### src/rtl/sample_pipe_stall.sv
// Valid/ready sample pipeline with STAGES register stages, bubble collapse and an occupancy count.
// MODE 0 emits CONST_VALUE; MODE 1 emits in + CONST_VALUE (mod 2^WIDTH).
module sample_pipe_stall #(
    parameter int               WIDTH       = 32,
    parameter int               STAGES      = 2,
    parameter int               MODE        = 0,
    parameter logic [WIDTH-1:0] CONST_VALUE = WIDTH'(42)
) (
    input  logic                          clk,
    input  logic                          rst,
    input  logic                          input_valid,
    output logic                          input_ready,
    input  logic [WIDTH-1:0]              in,
    output logic                          output_valid,
    input  logic                          output_ready,
    output logic [WIDTH-1:0]              out,
    output logic [$clog2(STAGES+1)-1:0]   occupancy
);

    localparam int OCC_W = $clog2(STAGES+1);

    logic [STAGES-1:0] v;
    logic [STAGES-1:0] rdy;
    logic [WIDTH-1:0]  data [STAGES];
    logic [WIDTH-1:0]  f_in;
    logic              chain;
    logic              xfer_in;
    logic              xfer_out;
    logic              unused_in;

    // In MODE 0 the datum input is deliberately ignored.
    assign unused_in = ^in;

    always_comb begin
        f_in = (MODE == 1) ? (in + CONST_VALUE) : CONST_VALUE;
    end

    // A stage can load when it is empty or the stage ahead of it is moving.
    always_comb begin
        chain = output_ready;
        rdy   = '0;
        for (int i = STAGES - 1; i >= 0; i--) begin
            chain  = ~v[i] | chain;
            rdy[i] = chain;
        end
    end

    assign input_ready  = rdy[0];
    assign output_valid = v[STAGES-1];
    assign out          = data[STAGES-1];
    assign xfer_in      = input_valid & rdy[0];
    assign xfer_out     = v[STAGES-1] & output_ready;

    always_ff @(posedge clk or posedge rst) begin
        if (rst) begin
            v <= '0;
            for (int i = 0; i < STAGES; i++) begin
                data[i] <= '0;
            end
        end else begin
            if (rdy[0]) begin
                v[0] <= input_valid;
                if (input_valid) begin
                    data[0] <= f_in;
                end
            end
            for (int i = 1; i < STAGES; i++) begin
                if (rdy[i]) begin
                    v[i] <= v[i-1];
                    if (v[i-1]) begin
                        data[i] <= data[i-1];
                    end
                end
            end
        end
    end

    // Occupancy tracks popcount(v) without an adder tree over the valid bits.
    always_ff @(posedge clk or posedge rst) begin
        if (rst) begin
            occupancy <= '0;
        end else if (xfer_in && !xfer_out) begin
            occupancy <= occupancy + OCC_W'(1);
        end else if (!xfer_in && xfer_out) begin
            occupancy <= occupancy - OCC_W'(1);
        end
    end

endmodule

### config.mk
export PLATFORM = sky130hd
export DESIGN_NAME = sample_pipe_stall
export DESIGN_NICKNAME = d
export VERILOG_FILES = /design/src/rtl/sample_pipe_stall.sv
export SDC_FILE = /design/constraint.sdc
export NUM_CORES = 1
export LEC_CHECK = 0
export CELL_PAD_IN_SITES_DETAIL_PLACEMENT = 1
export CELL_PAD_IN_SITES_GLOBAL_PLACEMENT = 1
export CORE_ASPECT_RATIO = 1.75
export CORE_UTILIZATION = 13
export DETAILED_ROUTE_END_ITERATION = 10
export PLACE_DENSITY = 0.83
export SETUP_SLACK_MARGIN = 0.1
export SLEW_MARGIN = 20
export SYNTH_ARGS = -nofsm -noshare
export SYNTH_HDL_FRONTEND = slang
export SYNTH_SLANG_ARGS = --single-unit
### constraint.sdc
create_clock -name clk -period 1.2 [get_ports clk]
set_input_delay 0.12 -clock clk [delete_from_list [all_inputs] [get_ports clk]]
set_output_delay 0.12 -clock clk [all_outputs]
set_load 0.005 [all_outputs]
# Yosys cells after proc, flatten, opt, wreduce, memory -nomap -nowiden
# Cells that the tools add are included.
[word_totals]
reg_bits = 6
inputBits = 36
[classes]
reduce_logical = 7
bitwise = 6
addsub = 2
muxes = 2
[ops]
columns = ["operator", "n"]
rows = [
  ["two-way mux 2 bit", 2],
  ["AND reduction 2 bit", 2],
  ["adder 2 x 1 -> 2 bit (second input constant)", 1],
  ["AND 1 bit", 2],
  ["logical AND 1 bit", 2],
  ["zero test 1 bit", 2],
  ["inverter 1 bit", 2],
  ["OR 1 bit", 2],
  ["nonzero test 2 bit", 1],
  ["subtractor 2 x 1 -> 2 bit (second input constant)", 1],
]

# Longest topological paths before layout
[logic_depth]
ltp_word = 8
depth_mapped = 6
depth_no_buf = 6

# Worst setup path before layout
# OpenSTA, ideal clock, no wires.
[synth_timing]
path_kind = "register -> register"
from = "register v[1]"
to = "register occupancy[1]"
t_required_ns = 1.121
n_path_buf = 0
period_less_slack_ns = 1.309
arrival_ns = 1.230
stages_incl_launch_ff = 6
setup_slack_ns = -0.109
setup_time_ns = 0.079
cell_sequence = "dfrtp_1 > nand3b_4 > and2_4 > ha_1 > nor2_1 > xor2_1"
[synth_via]
elab_chain_cells = 7
elab_cells_between_ends = 11
cone_classes = "mux (1); bitwise (5); reduce/logical (5)"
[synth_lines]
columns = ["item", "line_no", "rtl"]
rows = [
  ["start: declaration", "22", "logic [STAGES-1:0] v;"],
  ["start signal: indexed assignment", "69", "v[i] <= v[i-1];"],
  ["inverter 1 bit (*)", "43", "chain = ~v[i] | chain;"],
  ["OR 1 bit (*) (2 in a row)", "43", ""],
  ["net input_ready", "12", "output logic input_ready,"],
  ["AND 1 bit (*)", "51", "assign xfer_in = input_valid & rdy[0];"],
  ["net xfer_in", "27", "logic xfer_in;"],
  ["zero test 1 bit", "84", "end else if (!xfer_in && xfer_out) begin"],
  ["logical AND 1 bit", "84", ""],
  ["nonzero test 2 bit (no source line)", "--", ""],
  ["end signal: assignment", "83", "occupancy <= occupancy + OCC_W'(1);"],
  ["end signal: assignment", "85", "occupancy <= occupancy - OCC_W'(1);"],
  ["end: declaration", "17", "output logic [$clog2(STAGES+1)-1:0] occupancy"],
]
# Mark *: on every way through the listed nets, which the timed path passes. The rest lies on a longest branch.
# A chain may end at the register's enable or synchronous reset.

# Worst setup path in the final report
[layout_timing]
from = "register v[1]"
to = "output input_ready"
[layout_via]
elab_chain_cells = 3
[layout_lines]
columns = ["item", "line_no"]
rows = [
  ["inverter 1 bit", "43"],
  ["OR 1 bit (2 in a row)", "43"],
  ["end: declaration", "12"],
]
# No other way between the ends.

==> run metrics <==
Req. time, crit path=1.08 ns; Initial Util=13.9%; Critical Path Start=v[1]$_DFFE_PP0P_; vias in the first global route=300; IO Count=between 70 and 80; H-tree Lvls=1; Setup Crit Path Kind=register to primary output; Post-route DRC=0; Tmin final=1.36 ns; initial antenna violation count=0; R2R setup slack=-0.15 ns; Core ar.=3700 sq um; fin worst setup slack=-0.163 ns; Die Y=85.2 um; Unique masters post-synth=15; pre-CTS WS=-0.331 ns; Leakage=about 0.35 nW; Wirelength per Cell=7.79 um; HP Class=input pin to async pin; fmax=0.733 GHz; gr ovfl total=0; dpl cells=108; Synth area leader=buf_4; first-pass GRT wire length=around 1300 um; worst-path maximum fanout=2; RSZ-0062 raised after global routing=true; final WL=927 um; fin crit share=114%; Worst-path clk slew=0.04 ns; crit-path cells=buf_6 -> nand3b_4 -> buf_4 -> buf_6 -> clkdlybuf4s15_2; largest net degree at the start of global routing=7; CP peak stage delay=around 0.38 ns; root buf cell=clkbuf_8; FF-to-FF path depth=7; Crit Reg-Reg Endpoint=occupancy[1]$_DFFE_PP0P_; Post-Syn Area=514 sq um; commonest non-fill, non-tap cell in the layout=conb_1; Setup TNS=-0.442 ns; Yosys top cell area share=46.7%; placed standard-cell area=564 sq um; fin nets=112; Routed Antenna Nets=0; worst r2r src=v[1]$_DFFE_PP0P_; Rows=29; gpl congestion=0.580; Slowest-stage cell, CP=dfrtp_1; post-cts hold buffer count=0; area delta synth->final=34.6%; nature of the critical path endpoint=primary output; Critical Path Most Common Cell=buf_6; Power Density=between 1000 and 1500 nW/um^2; number of antenna diodes=0; worst path arrival time=around 1.2 ns; TritonRoute pass-1 iters=2; Post-Layout Inst Area=692 sq um; fill cell total of the finished layout=455; width of the die=49.5 um; Hold Violations, Final=0; fraction of the yosys area taken by sequential cells=between 20 and 30%; Seq cells post-synth=6; Worst Setup Start Kind=register; clk sinks=6; Total Die Area=4220 sq um; CTS tree=built; fin. max-slew vios=0; most frequent cells in the layout=conb_1 (29), dfrtp_1 (6), buf_6 (5), buf_4 (5), dlygate4sd2_1 (4); Total GRT Usage=4.64%; clock skew=between 0.003 and 0.004 ns; status=complete, but fails checks; crit path capture=input_ready; Max Buffers Root-to-Sink=2; cts bufs inserted=3; peak supply drop=0.000567 V; initial drt markers=8; final std cells w/o fill=119; syn avg cell area=9.52 sq um; Gate Count Post-Synth=54; vias per cell=about 2.7; DR vias=320; Max-Cap Viols=0; port bufs=10; total chip power=between 800 and 900 uW; Skew-Pair Late Insertion Delay=0.23 ns; layout cells sized above 1=30.1%; failing checks=negative setup slack; warnings from Yosys=0; # setup viols final=5; Synth area leaders=buf_4 (47%), dfrtp_1 (29%), nand3b_4 (3.9%), xor2_1 (3.4%), ha_1 (2.4%)
==> state kept, by name, summed over array words and instances, names as in the netlist <==
| register | cells |
|---|---|
| data | 1 |
| occupancy | 2 |
| v | 2 |
| out | 1 |
==> cells by family (layout without fill, tap and decap cells) <==
kind of cell               Yosys count  after routing  synth area share (%)
other                                1             29                 0.729
xor gates and xnor gates             3              3                  5.11
buffers and inverters               33             24                  47.4
adders and majority gates            1              1                  2.43
DFF                                  6              6                  29.2
and+or+nand+nor                      9              9                  12.9
muxes                                1              1                  2.19
==> per-layer routing <==
layer  share of wire (%)  global-route usage (%)
met1                  26                    3.15
met2                  59                    8.48
met3                  11                   0.538
met4                 4.4                    7.01
met5                   0                       0
==> repair_timing <==
action                     4_1_cts  5_1_grt
pin swaps                        3        0
setup endpoints to repair       10        5
gates resized for setup         17        7
buffers inserted                 4        5
==> synth_stat cells (all sizes together) <==
cell type,n
inv,1
or2b,1
mux2,1
dfrtp,6
nand3b,1
nor2,1
ha,1
buf,32
and2,1
xnor2,1
xor2,2
nand2b,2
nand2,2
conb,1
or2,1
==> layout make-up <==
type                            count  area, sq um  area share (%)
Clock buffer                        3         41.3            5.97
Inverter                            1         3.75           0.542
Multi-Input combinational cell     43          254            36.7
Timing Repair Buffer               20          185            26.8
Sequential cell                     6          150            21.7
Tap cell                           46         57.6            8.32
==> per-stage QoR <==
stage	hold slack [ns]	util, %
after floorplan	-0.0890	-
after global placement	0.357	15.2
after detailed placement	0.356	15.2
after CTS	0.120	17.1
after global routing	0.144	18.7
final	0.118	18.7
==> where the power goes <==
part / total [mW] / internal [mW] / switching, mW
Clock: 0.309 / 0.216 / 0.0932
Combinational: 0.274 / 0.157 / 0.118
Sequential: 0.272 / 0.245 / 0.0266
==> worst min path at each step <==
stage / startpoint / end / slack [ns] / depth (start not counted)
2_1_floorplan: rst / data[33]$_DFFE_PP0P_ / -0.09 / 1
3_3_place_gp: rst / occupancy[1]$_DFFE_PP0P_ / 0.36 / 2
3_5_place_dp: rst / occupancy[1]$_DFFE_PP0P_ / 0.36 / 2
4_1_cts: rst / v[0]$_DFFE_PP0P_ / 0.12 / 2
5_1_grt: rst / occupancy[1]$_DFFE_PP0P_ / 0.14 / 2
6_report: rst / v[1]$_DFFE_PP0P_ / 0.12 / 2
==> worst max-delay path, delay by kind of cell, from the launching register on <==
kind,cells,cell delay (ns)
DFF,1,0.38
buffers and inverters,4,0.56
and+or+nand+nor,1,0.07
(Power assumes the default switching activity.)
